==> config.mk <==
export PLATFORM = sky130hd
export DESIGN_NAME = bp_update_ctrl_flat
export DESIGN_NICKNAME = d
export VERILOG_FILES = /design/src/rtl/bp_pkg.sv /design/src/rtl/bp_update_ctrl_if.sv /design/src/rtl/bp_update_fifo.sv /design/src/rtl/bp_update_ctrl.sv /design/src/flat_wrapper.sv
export SDC_FILE = /design/constraint.sdc
export NUM_CORES = 1
export LEC_CHECK = 0
export BUFFER_PORTS_ARGS = -buffer_cell sky130_fd_sc_hd__clkbuf_2
export CORE_UTILIZATION = 40
export DETAILED_ROUTE_END_ITERATION = 10
export HOLD_SLACK_MARGIN = 0.08
export PLACE_DENSITY = 0.7
export SLEW_MARGIN = 5
export SYNTH_ARGS = -nofsm -noshare
export SYNTH_HDL_FRONTEND = slang
export SYNTH_SLANG_ARGS = --single-unit
export TNS_END_PERCENT = 100
==> constraint.sdc <==
create_clock -name clk -period 2.6 [get_ports clk]
set_input_delay 0.13 -clock clk [delete_from_list [all_inputs] [get_ports clk]]
set_output_delay 0.13 -clock clk [all_outputs]
set_load 0.02 [all_outputs]
==> src/rtl/bp_pkg.sv <==
// ---------------------------------------------------------------------------
// bp_pkg
// Shared types and helpers for the branch-predictor update controller.
//   bp_state_t  : sequencer states (INIT sweep, IDLE, READ, WRITE)
//   pht_ctr_t   : 2-bit saturating PHT counter
//   bp_update_t : queued update record at the default geometry
//   sat_next()  : saturating counter step toward the resolved direction
//   BP_INIT_CTR : default counter value written by the init sweep
// ---------------------------------------------------------------------------
package bp_pkg;

    localparam int H_WIDTH_DEF   = 2;
    localparam int IDX_WIDTH_DEF = 6;

    typedef logic [1:0] pht_ctr_t;

    // Weakly taken.
    localparam pht_ctr_t BP_INIT_CTR = 2'b10;

    typedef enum logic [1:0] {
        INIT,
        IDLE,
        READ,
        WRITE
    } bp_state_t;

    typedef struct packed {
        logic [H_WIDTH_DEF-1:0]   hist;
        logic [IDX_WIDTH_DEF-1:0] idx;
        logic                     taken;
    } bp_update_t;

    function automatic pht_ctr_t sat_next(input pht_ctr_t ctr, input logic taken);
        pht_ctr_t result;
        if (taken) begin
            result = (ctr == 2'b11) ? 2'b11 : ctr + 2'd1;
        end else begin
            result = (ctr == 2'b00) ? 2'b00 : ctr - 2'd1;
        end
        return result;
    endfunction

endpackage

==> src/rtl/bp_update_ctrl_if.sv <==
// ---------------------------------------------------------------------------
// bp_update_ctrl_if
// Resolution handshake from EX plus the PHT access port of the update
// controller.
//   master : EX stage / PHT storage side (drives res_*, pht_rdata)
//   slave  : bp_update_ctrl (drives res_ready, pht_raddr, pht_we,
//            pht_waddr, pht_wdata)
// ---------------------------------------------------------------------------
interface bp_update_ctrl_if #(
    parameter int H_WIDTH   = 2,
    parameter int IDX_WIDTH = 6
);
    logic                         res_valid;
    logic [31:0]                  res_pc;
    logic [H_WIDTH-1:0]           res_hist;
    logic                         res_taken;
    logic                         res_mispredict;
    logic                         res_ready;

    logic [H_WIDTH+IDX_WIDTH-1:0] pht_raddr;
    logic [1:0]                   pht_rdata;
    logic                         pht_we;
    logic [H_WIDTH+IDX_WIDTH-1:0] pht_waddr;
    logic [1:0]                   pht_wdata;

    modport master (
        output res_valid, res_pc, res_hist, res_taken, res_mispredict,
        input  res_ready,
        input  pht_raddr, pht_we, pht_waddr, pht_wdata,
        output pht_rdata
    );

    modport slave (
        input  res_valid, res_pc, res_hist, res_taken, res_mispredict,
        output res_ready,
        output pht_raddr, pht_we, pht_waddr, pht_wdata,
        input  pht_rdata
    );

endinterface

==> src/rtl/bp_update_fifo.sv <==
// ---------------------------------------------------------------------------
// bp_update_fifo
// Small in-order queue of resolved-branch updates.
//   clk, rst : clock, asynchronous active-high reset
//   push/din : enqueue din (caller guarantees !full)
//   pop      : drop the head entry (caller guarantees !empty)
//   head     : oldest entry, valid while !empty
//   full, empty, count : occupancy 0..DEPTH
// DEPTH must be a power of two so the pointers wrap naturally.
// ---------------------------------------------------------------------------
module bp_update_fifo #(
    parameter int  DEPTH = 4,
    parameter type T     = logic
) (
    input  logic                     clk,
    input  logic                     rst,
    input  logic                     push,
    input  T                         din,
    input  logic                     pop,
    output T                         head,
    output logic                     full,
    output logic                     empty,
    output logic [$clog2(DEPTH):0]   count
);
    localparam int PTR_W = $clog2(DEPTH);

    typedef logic [PTR_W-1:0] ptr_t;
    typedef logic [PTR_W:0]   cnt_t;

    T     mem [DEPTH];
    ptr_t wr_ptr;
    ptr_t rd_ptr;

    // NOTE: sequential state is updated with non-blocking assignments so every
    // register samples the pre-edge values of the others.
    always_ff @(posedge clk or posedge rst) begin
        if (rst) begin
            wr_ptr <= '0;
            rd_ptr <= '0;
            count  <= '0;
        end else begin
            if (push) wr_ptr <= wr_ptr + ptr_t'(1);
            if (pop)  rd_ptr <= rd_ptr + ptr_t'(1);
            case ({push, pop})
                2'b10:   count <= count + cnt_t'(1);
                2'b01:   count <= count - cnt_t'(1);
                default: ;
            endcase
        end
    end

    // NOTE: storage is deliberately not reset; an entry is only ever read after
    // being written, and leaving it reset-free lets it map onto plain RAM/flops.
    always_ff @(posedge clk) begin
        if (push) mem[wr_ptr] <= din;
    end

    assign head  = mem[rd_ptr];
    assign full  = (count == cnt_t'(DEPTH));
    assign empty = (count == '0);

endmodule

==> src/rtl/bp_update_ctrl.sv <==
// ---------------------------------------------------------------------------
// bp_update_ctrl
// Owns the PHT write side and the speculative global history register.
// After reset it sweeps the PHT writing INIT_CTR to every entry, then drains
// queued EX resolutions as read-modify-write saturating-counter updates
// (one update per two cycles, in arrival order).
//
// Ports:
//   clk, rst         : clock, asynchronous active-high reset
//   load_stall       : IF stalled, freezes speculative GHR shifting
//   pred_valid/taken : prediction issued by IF this cycle
//   ghr              : speculative history to the predictor
//   bus (slave)      : res_* resolution handshake, res_ready, PHT port
//                      (pht_raddr/pht_rdata combinational read, pht_we/
//                      pht_waddr/pht_wdata write)
//   init_busy        : init sweep in progress
//   stat_updates/stat_mispredicts/stat_drops : event counters
//
// Build option: define BP_STATS_EN to build the statistic counters; when it
// is undefined the three stat ports are tied to zero.
// ---------------------------------------------------------------------------
module bp_update_ctrl
    import bp_pkg::*;
#(
    parameter int       H_WIDTH   = 2,
    parameter int       IDX_WIDTH = 6,
    parameter int       DEPTH     = 4,
    parameter pht_ctr_t INIT_CTR  = BP_INIT_CTR
) (
    input  logic               clk,
    input  logic               rst,
    input  logic               load_stall,
    input  logic               pred_valid,
    input  logic               pred_taken,
    output logic [H_WIDTH-1:0] ghr,
    bp_update_ctrl_if.slave    bus,
    output logic               init_busy,
    output logic [31:0]        stat_updates,
    output logic [31:0]        stat_mispredicts,
    output logic [31:0]        stat_drops
);
    localparam int A_W   = H_WIDTH + IDX_WIDTH;
    localparam int CNT_W = $clog2(DEPTH) + 1;

    typedef logic [A_W-1:0] addr_t;

    typedef struct packed {
        logic [H_WIDTH-1:0]   hist;
        logic [IDX_WIDTH-1:0] idx;
        logic                 taken;
    } update_t;

    bp_state_t        state;
    bp_state_t        state_next;
    addr_t            init_cnt;
    pht_ctr_t         ctr;

    update_t          push_data;
    update_t          head;
    logic             push;
    logic             pop;
    logic             full;
    logic             empty;
    logic [CNT_W-1:0] count;
    logic             res_ready;

    logic             we;
    addr_t            waddr;
    pht_ctr_t         wdata;
    addr_t            raddr;
    addr_t            head_addr;

    // Only the index bits of the PC address the PHT.
    logic             unused_pc_bits;
    assign unused_pc_bits = ^{bus.res_pc[31:IDX_WIDTH+2], bus.res_pc[1:0]};

    // ---------------- update queue ----------------
    assign init_busy = (state == INIT);
    assign res_ready = !full && !init_busy;
    assign push      = bus.res_valid && res_ready;
    assign push_data = '{hist: bus.res_hist, idx: bus.res_pc[IDX_WIDTH+1:2], taken: bus.res_taken};
    assign head_addr = {head.hist, head.idx};

    bp_update_fifo #(
        .DEPTH (DEPTH),
        .T     (update_t)
    ) u_fifo (
        .clk   (clk),
        .rst   (rst),
        .push  (push),
        .din   (push_data),
        .pop   (pop),
        .head  (head),
        .full  (full),
        .empty (empty),
        .count (count)
    );

    // ---------------- sequencer ----------------
    always_ff @(posedge clk or posedge rst) begin
        if (rst) begin
            state    <= INIT;
            init_cnt <= '0;
            ctr      <= '0;
        end else begin
            state <= state_next;
            if (state == INIT) init_cnt <= init_cnt + addr_t'(1);
            if (state == READ) ctr <= bus.pht_rdata;
        end
    end

    // NOTE: every output of this block gets a default first so no path leaves
    // a signal unassigned, which would otherwise infer a latch.
    always_comb begin
        state_next = state;
        we         = 1'b0;
        waddr      = '0;
        wdata      = '0;
        raddr      = '0;
        pop        = 1'b0;
        case (state)
            INIT: begin
                we    = 1'b1;
                waddr = init_cnt;
                wdata = INIT_CTR;
                if (init_cnt == '1) state_next = IDLE;
            end
            IDLE: begin
                if (!empty) state_next = READ;
            end
            READ: begin
                raddr      = head_addr;
                state_next = WRITE;
            end
            WRITE: begin
                we    = 1'b1;
                waddr = head_addr;
                wdata = sat_next(ctr, head.taken);
                pop   = 1'b1;
                // An entry pushed this same cycle also keeps the pipe busy.
                state_next = (count > CNT_W'(1) || push) ? READ : IDLE;
            end
            default: state_next = INIT;
        endcase
    end

    // The state register sits in INIT while rst is high, so the write enable
    // is masked to keep the PHT untouched during reset.
    assign bus.pht_we    = we && !rst;
    assign bus.pht_waddr = waddr;
    assign bus.pht_wdata = wdata;
    assign bus.pht_raddr = raddr;
    assign bus.res_ready = res_ready;

    // ---------------- speculative GHR ----------------
    logic [H_WIDTH-1:0] ghr_repair;
    logic [H_WIDTH-1:0] ghr_shift;

    generate
        if (H_WIDTH == 1) begin : g_ghr_1
            assign ghr_repair = bus.res_taken;
            assign ghr_shift  = pred_taken;
        end else begin : g_ghr_n
            assign ghr_repair = {bus.res_hist[H_WIDTH-2:0], bus.res_taken};
            assign ghr_shift  = {ghr[H_WIDTH-2:0], pred_taken};
        end
    endgenerate

    // Repair wins over a same-cycle prediction: that prediction is wrong-path.
    always_ff @(posedge clk or posedge rst) begin
        if (rst) begin
            ghr <= '0;
        end else if (bus.res_valid && bus.res_mispredict) begin
            ghr <= ghr_repair;
        end else if (pred_valid && !load_stall) begin
            ghr <= ghr_shift;
        end
    end

    // ---------------- statistics ----------------
`ifdef BP_STATS_EN
    always_ff @(posedge clk or posedge rst) begin
        if (rst) begin
            stat_updates     <= '0;
            stat_mispredicts <= '0;
            stat_drops       <= '0;
        end else begin
            if (pop) stat_updates <= stat_updates + 32'd1;
            if (bus.res_valid && bus.res_mispredict) stat_mispredicts <= stat_mispredicts + 32'd1;
            if (bus.res_valid && !res_ready && !init_busy) stat_drops <= stat_drops + 32'd1;
        end
    end
`else
    assign stat_updates     = '0;
    assign stat_mispredicts = '0;
    assign stat_drops       = '0;
`endif

endmodule
==> src/flat_wrapper.sv <==
// flat-port wrapper written by rule: the top's interface ports become plain ports
module bp_update_ctrl_flat import bp_pkg::*;
#(
    parameter int       H_WIDTH   = 2,
    parameter int       IDX_WIDTH = 6,
    parameter int       DEPTH     = 4,
    parameter pht_ctr_t INIT_CTR  = BP_INIT_CTR
)
  (clk, rst, load_stall, pred_valid, pred_taken, ghr, init_busy, stat_updates, stat_mispredicts, stat_drops, bus_res_valid, bus_res_pc, bus_res_hist, bus_res_taken, bus_res_mispredict, bus_res_ready, bus_pht_raddr, bus_pht_we, bus_pht_waddr, bus_pht_wdata, bus_pht_rdata);
  bp_update_ctrl_if #(.H_WIDTH(H_WIDTH), .IDX_WIDTH(IDX_WIDTH)) bus_i ();
  input  logic clk;
  input  logic rst;
  input  logic load_stall;
  input  logic pred_valid;
  input  logic pred_taken;
  output logic [H_WIDTH-1:0] ghr;
  output logic init_busy;
  output logic [31:0] stat_updates;
  output logic [31:0] stat_mispredicts;
  output logic [31:0] stat_drops;
  input wire logic [$bits(bus_i.res_valid)-1:0] bus_res_valid;
  input wire logic [$bits(bus_i.res_pc)-1:0] bus_res_pc;
  input wire logic [$bits(bus_i.res_hist)-1:0] bus_res_hist;
  input wire logic [$bits(bus_i.res_taken)-1:0] bus_res_taken;
  input wire logic [$bits(bus_i.res_mispredict)-1:0] bus_res_mispredict;
  output wire logic [$bits(bus_i.res_ready)-1:0] bus_res_ready;
  output wire logic [$bits(bus_i.pht_raddr)-1:0] bus_pht_raddr;
  output wire logic [$bits(bus_i.pht_we)-1:0] bus_pht_we;
  output wire logic [$bits(bus_i.pht_waddr)-1:0] bus_pht_waddr;
  output wire logic [$bits(bus_i.pht_wdata)-1:0] bus_pht_wdata;
  input wire logic [$bits(bus_i.pht_rdata)-1:0] bus_pht_rdata;
  assign bus_i.res_valid = bus_res_valid;
  assign bus_i.res_pc = bus_res_pc;
  assign bus_i.res_hist = bus_res_hist;
  assign bus_i.res_taken = bus_res_taken;
  assign bus_i.res_mispredict = bus_res_mispredict;
  assign bus_res_ready = bus_i.res_ready;
  assign bus_pht_raddr = bus_i.pht_raddr;
  assign bus_pht_we = bus_i.pht_we;
  assign bus_pht_waddr = bus_i.pht_waddr;
  assign bus_pht_wdata = bus_i.pht_wdata;
  assign bus_i.pht_rdata = bus_pht_rdata;
  bp_update_ctrl #(.H_WIDTH(H_WIDTH), .IDX_WIDTH(IDX_WIDTH), .DEPTH(DEPTH), .INIT_CTR(INIT_CTR)) u_core (.clk(clk), .rst(rst), .load_stall(load_stall), .pred_valid(pred_valid), .pred_taken(pred_taken), .ghr(ghr), .bus(bus_i), .init_busy(init_busy), .stat_updates(stat_updates), .stat_mispredicts(stat_mispredicts), .stat_drops(stat_drops));
endmodule
==> results of run 1 <==
[worst min path at each step]
stage                          endpoint  slack, ns  depth (start not counted)
after global routing      u_core.ghr[0]       0.12                          3
after detailed placement  u_core.ctr[1]       0.32                          2
after global placement    u_core.ctr[1]       0.34                          2
after floorplan           u_core.ctr[0]       0.11                          1
after CTS                 u_core.ghr[0]       0.09                          3
final                     u_core.ghr[0]       0.10                          3
[per-stage QoR]
stage          hold slack [ns]  utilization [%]
3_3_place_gp             0.337             40.7
5_1_grt                  0.118             45.2
2_1_floorplan            0.107                -
4_1_cts                 0.0875             45.2
3_5_place_dp             0.323             40.7
6_report                 0.101             45.2
[layer usage]
| layer | global-route usage, % | part of all wire (%) | vias to the layer above |
|---|---|---|---|
| li1 | - | - | 891 |
| met1 | 14.5 | 40 | 940 |
| met4 | 5.77 | 1.7 | 0 |
| met3 | 2.91 | 6.0 | 10 |
| met5 | 0 | 0 | - |
| met2 | 22.1 | 53 | 106 |
[what timing repair did]
| action | 4_1_cts | 5_1_grt |
|---|---|---|
| hold endpoints to repair | 59 | 0 |
| gates resized for setup | 0 | 0 |
| buffers inserted | 0 | 0 |
| endpoints found under the setup margin | 0 | 0 |
| hold buffers | 12 | 0 |
[power by group through the flow]
stage                     sequential (W)  clock, W  combinational (W)
final                            0.00142  0.000992            0.00175
after global routing             0.00146   0.00105            0.00195
after CTS                        0.00143   0.00101            0.00177
after detailed placement         0.00145         0            0.00174
after global placement           0.00144         0            0.00172
after floorplan                  0.00138         0            0.00146
[layout by cell type, fill, tap and decap left out, drive strengths merged, types with 8 or more instances in the layout]
cell type,Yosys,final
ha,15,15
nor2,15,15
nand2,8,8
xnor2,8,8
inv,10,10
clkbuf,4,49
mux4,9,9
dlygate4sd3,0,12
conb,1,96
edfxtp,36,36
dfrtp,21,21
and2,8,8
a22oi,9,9
[flip-flops by register name, summed over array words and instances, names as in the netlist]
| signal | count |
|---|---|
| u_core.init_cnt | 8 |
| u_core.u_fifo.wr_ptr | 2 |
| u_core.state | 2 |
| u_core.u_fifo.mem | 36 |
| u_core.ghr | 2 |
| u_core.u_fifo.rd_ptr | 2 |
| u_core.u_fifo.count | 3 |
| u_core.ctr | 2 |
[kinds of logic after synthesis]
logic type | Yosys count
fa+ha+maj | 17
flops | 57
simple gates | 46
mux | 16
buf+inv | 113
compound gates | 20
other cells | 1
xor+xnor | 13
[layout make-up]
cell class / count / area, sq um
fill: 742 / 4480
clock buffer: 9 / 124
timing repair buffer: 55 / 343
sequential: 57 / 1610
clock inverter: 7 / 119
inverter: 10 / 37.5
tap: 105 / 131
multi-input combinational: 208 / 1330
[critical path: cells and delay by family, from the launching register on]
kind / cells / cell delay [ns]
DFF: 1 / 0.63
muxes: 1 / 0.41
adders and majority gates: 1 / 0.32
AOI/OAI and AO/OA: 1 / 0.14
buffers and inverters: 1 / 0.18
and+or+nand+nor: 1 / 0.08
==> results.tsv, run 1 <==
stage	metric	value	unit
final_layout	final std cell area, no fill	3690	sq um
logic_synthesis	main combinational cell family by area after synthesis	buffers and inverters	
pwr	leakage component of the power	1.69	nW
logic_synthesis	Adder-Cell Fraction of Synth Area	6.24	%
critical_path	Worst Path Max Fanout	10	
drt	iteration-0 DRC count of the detailed router	104	
pwr	clock power share	23.8	%
logic_synthesis	multiplexer area fraction after synthesis	8.24	%
drt	Antenna Nets Post-Route	0	
critical_path	slowest stage cell, crit path	dfrtp_1	
worst_hold_path	classification of the worst-slack hold path	in -> reg	
logic_synthesis	Synth Area per Inst	11.9	sq um
critical_path	last element of the critical path	bus_pht_wdata[1]	
final_layout	final antenna diode count	0	
critical_path	Worst R2R End	u_core.u_fifo.count[2]	
pwr	register share of total power	34.2	%
critical_path	startpoint of the most critical register-to-register path	u_core.u_fifo.count[0]	
sta	final clock skew	0.00770	ns
pwr	internal power contribution	0.00257	W
logic_synthesis	number of instances in the synthesized netlist	283	
die	Initial Util	41.2	%
die	Die Y	93.8	um
logic_synthesis	ranking of synthesized cells by instance count	97 x buf_4, 36 x edfxtp_1, 21 x dfrtp_1	
sta	number of failing hold endpoints at the final stage	0	
sta	max-slew violation total from the final report	0	
sta	final setup violation count	0	
critical_path	data arrival time of the critical path	2.09	ns
logic_synthesis	Netlist Area Pre-Place	3370	sq um
drt	vias after detailed routing	1947	
logic_synthesis	fraction of the mapped netlist area in simple logic gates	6.87	%
job	max-capacitance violation count	0	
place	pre-CTS setup slack	0.613	ns
critical_path	required time of the critical path	2.47	ns
pwr	total power consumption of the routed design	0.00417	W
logic_synthesis	Ys Warns	0	
critical_path	cell-by-cell trace of the critical path	mux4_2, maj3_2, a21oi_1, nor2_1, clkbuf_2	
worst_hold_path	Hold Startpoint	bus_res_mispredict	
sta	fmax	0.450	GHz
cts	clock tree root driver cell	clkbuf_8	
logic_synthesis	total of flip-flops plus latches after synthesis	57	
pwr	Sw Pwr	0.00160	W
place	placed wire-length estimate	3.75	mm
die	Core Footprint	8180	sq um
place	number of cells in the design after placement	423	
logic_synthesis	main flop type after synthesis	edfxtp_1	
global_route	pin count of the biggest net entering global routing	22	
critical_path	category of the most critical setup path	reg -> out	
cts	maximum clock insertion buffer count	2	
logic_synthesis	synth top area cells	edfxtp_1 32%, buf_4 22%, dfrtp_1 16%	
logic_synthesis	post-synthesis cell type count	32	
drt	Residual DRC	0	
logic_synthesis	most frequent cell after synthesis	buf_4	
die	number of placed I/O pins	163	
critical_path	endpoint type of the worst setup path	primary output	
drt	vias per cell	4.32	
critical_path	flop2flop setup slack	0.60	ns
final_layout	net count reported at finish	400	
pwr	worst vdd ir	0.919	mV
cts	CTS H-Tree Depth	3	
sta	pin slew with the least headroom to its limit	0.817	ns
sta	final worst setup slack	0.377	ns
place	placed cell areas	3330	sq um
critical_path	Worst setup SP type	flop	
critical_path	Largest stage delay, worst path	0.63	ns
pwr	combinational share of power	42.0	%
run_status	status	finished clean	
die	width of the die	93.8	um
drt	wire length per cell	11.5	um
global_route	final global-route overflow total	0	
die	Die Outline Area	8800	sq um
die	std cell rows	33	
logic_synthesis	share of the synthesized area in the top cell type	32.1	%
critical_path	critical path startpoint	u_core.u_fifo.rd_ptr[1]	
place	I/O Buffers	40	
final_layout	final cell count without fillers	451	
pwr	pwr dens	1130	nW/um^2
logic_synthesis	ys async rst share	36.8	%
logic_synthesis	area leader, netlist	edfxtp_1	
critical_path	Worst R2R Path Depth	7	
sta	unrepaired setup endpoints after global routing	false	
cts	clock insertion delay at the later pin of the skew report	0.33	ns
global_route	first-pass GRT wire length	8.18	mm
global_route	antenna violations before repair	0	
drt	DRT Wirelength	5.20	mm
global_route	Global Route Usage Sum	12.6	%
global_route	number of global-route vias before repair	1689	
cts	# clock sinks	57	
final_layout	area growth from synthesis to layout	9.54	%
logic_synthesis	post-synthesis xor/xnor area fraction	3.38	%
pwr	fraction of power spent switching nets	38.4	%
sta	time the worst path needs with I/O delays and setup	2.22	ns
logic_synthesis	compound-cell area share of the yosys netlist	4.08	%
logic_synthesis	number of flops mapped to enable cells by yosys	36	
place	Final GP Congestion	0.751	
final_layout	share of cells above drive strength 1	22.0	%
sta	headroom to the max-slew limit	45.5	%
logic_synthesis	sequential cell area fraction in the yosys report	47.7	%
cts	Inserted Clock Buffers	9	
drt	drt pass-1 iters	4	
cts	CTS clk-pin slew, worst paths	0.07	ns
sta	sum of negative setup slack	0	ns
sta	fraction of the cycle the final worst path needs	85.5	%
cts	clock tree from TritonCTS	yes	
(Power assumes the default switching activity.)
==> run 2: changes to the inputs <==
==> constraint.sdc (replaced) <==
create_clock -name clk -period 2.6 [get_ports clk]
set_input_delay 0.78 -clock clk [delete_from_list [all_inputs] [get_ports clk]]
set_output_delay 0.78 -clock clk [all_outputs]
set_load 0.02 [all_outputs]
==> run 2 against run 1 <==
Compared with the run above:
- the run now ends with negative setup slack left
- critical path depth stayed put
- setup slack got worse by 0.53 ns
- routed wire length increased by 4.9%
- flip-flop and latch count stayed put
- register-to-register slack worse by 0.06 ns
- critical path type unchanged
- highest routed layer unchanged
- non-clock buffer count decreased by 6
- combinational power grew 24%
- utilization grew 0.89 points
- via count fell by 2.4%
==> results.tsv, run 2 (synthesis results as in run 1) <==
stage	metric	value	unit
worst_hold_path	Worst Hold End	u_core.init_cnt[7]	
final_layout	final std cell area, no fill	3760	sq um
sta	time the worst path needs with I/O delays and setup	2.76	ns
critical_path	required time of the critical path	1.82	ns
final_layout	commonest non-fill, non-tap cell in the layout	conb_1	
final_layout	biggest regs	u_core.u_fifo.mem (36), u_core.init_cnt (8), u_core.u_fifo.count (3)	
critical_path	category of the most critical setup path	reg -> out	
pwr	pwr dens	1180	nW/um^2
global_route	number of global-route vias before repair	1638	
pwr	total power consumption of the routed design	0.00443	W
global_route	pin count of the biggest net entering global routing	22	
critical_path	data arrival time of the critical path	1.98	ns
global_route	first-pass GRT wire length	7.81	mm
drt	iteration-0 DRC count of the detailed router	75	
final_layout	area growth from synthesis to layout	11.7	%
drt	Residual DRC	0	
cts	maximum clock insertion buffer count	2	
cts	CTS H-Tree Depth	3	
final_layout	net count reported at finish	394	
run_status	violated checks	negative setup slack	
final_layout	commonest non-fill, non-tap cells in the layout	96 x conb_1, 36 x edfxtp_1, 25 x clkbuf_2	
sta	final clock skew	0.00468	ns
cts	Inserted Clock Buffers	9	
cts	CTS clk-pin slew, worst paths	0.07	ns
final_layout	number of flip-flops in the largest register	36	
final_layout	top register by number of flip-flops	u_core.u_fifo.mem	
die	Die Y	93.8	um
place	placed wire-length estimate	3.91	mm
cts	# clock sinks	57	
global_route	antenna violations before repair	0	
final_layout	final antenna diode count	0	
cts	clock tree root driver cell	clkbuf_8	
place	placed cell areas	3350	sq um
die	number of placed I/O pins	163	
die	Core Footprint	8180	sq um
sta	headroom to the max-slew limit	46.1	%
run_status	status	finished with violations	
place	Final GP Congestion	0.783	
sta	fmax	0.363	GHz
die	Initial Util	41.2	%
sta	unrepaired setup endpoints after global routing	true	
sta	sum of negative setup slack	-0.901	ns
critical_path	Worst Path Max Fanout	2	
sta	final worst setup slack	-0.155	ns
sta	pin slew with the least headroom to its limit	0.808	ns
critical_path	Worst setup SP type	flop	
critical_path	flop2flop setup slack	0.54	ns
sta	number of failing hold endpoints at the final stage	0	
critical_path	startpoint of the most critical register-to-register path	u_core.state[1]	
worst_hold_path	depth of the worst hold-timing path	1	
cts	clock tree from TritonCTS	yes	
critical_path	endpoint type of the worst setup path	primary output	
worst_hold_path	Hold Startpoint	u_core.init_cnt[7]	
drt	Antenna Nets Post-Route	0	
die	std cell rows	33	
drt	vias per cell	4.27	
drt	wire length per cell	12.3	um
drt	vias after detailed routing	1901	
job	max-capacitance violation count	0	
drt	drt pass-1 iters	4	
sta	final setup violation count	14	
critical_path	Worst R2R Path Depth	8	
global_route	final global-route overflow total	0	
final_layout	final cell utilization of the core	46.1	%
sta	max-slew violation total from the final report	0	
pwr	leakage component of the power	1.70	nW
place	I/O Buffers	40	
drt	DRT Wirelength	5.46	mm
cts	clock insertion delay at the later pin of the skew report	0.34	ns
place	pre-CTS setup slack	0.159	ns
pwr	worst vdd ir	0.834	mV
critical_path	Worst R2R End	u_core.u_fifo.count[2]	
global_route	Global Route Usage Sum	12.3	%
sta	fraction of the cycle the final worst path needs	106	%
worst_hold_path	classification of the worst-slack hold path	reg -> reg	
die	Die Outline Area	8800	sq um
final_layout	share of cells above drive strength 1	29.4	%
die	width of the die	93.8	um
run 2: cell type report:
cell class	instances	area [sq um]
fillers	727	4410
repair buffers	49	385
inverters	10	37.5
clock buffers	9	124
clock inverters	7	78.8
flip-flops and latches	57	1610
multi-input cells	208	1400
well taps	105	131
run 2: timing repair:
| action | 4_1_cts | 5_1_grt |
|---|---|---|
| endpoints found under the hold margin | 0 | 0 |
| cloned | 0 | 1 |
| hold buffers | 0 | 0 |
| gates resized for setup | 6 | 52 |
| endpoints found under the setup margin | 18 | 19 |
| buffers inserted | 0 | 2 |
| pin swaps | 3 | 4 |
run 2: critical path: stages (launching register included):
cell      delay (ns)
dfrtp_2         0.40
mux4_2          0.53
maj3_2          0.32
a21oi_2         0.13
nor2_2          0.07
clkbuf_8        0.17
run 2: metrics by stage:
step	cells	hold slack [ns]
CTS	442	0.512
global placement	426	0.492
global route	445	0.534
detailed placement	426	0.502
floorplan	378	0.463
finish	445	0.507
run 2: worst max path at each step:
stage                                  end                     from  depth (start not counted)
after detailed placement  bus_pht_wdata[1]  u_core.u_fifo.rd_ptr[0]                          5
after global placement    bus_pht_wdata[1]  u_core.u_fifo.rd_ptr[0]                          5
final                     bus_pht_wdata[1]  u_core.u_fifo.rd_ptr[0]                          5
after global routing      bus_pht_wdata[1]  u_core.u_fifo.rd_ptr[0]                          5
after CTS                 bus_pht_waddr[6]  u_core.u_fifo.rd_ptr[0]                          5
after floorplan           bus_pht_waddr[6]          u_core.state[0]                          6
run 2: power breakdown:
part | switching, W | total, W | internal (W)
logic | 0.00119 | 0.00217 | 0.000987
registers | 0.000191 | 0.00142 | 0.00123
clock network | 0.000386 | 0.000835 | 0.000449
total | 0.00176 | 0.00443 | 0.00267
run 2: per-layer routing:
metal | vias up | global-route usage (%) | share of wire [%]
li1 | 877 | - | -
met1 | 906 | 12.9 | 38
met2 | 106 | 22.0 | 54
met3 | 12 | 3.24 | 5.8
met4 | 0 | 6.92 | 2.3
met5 | - | 0 | 0
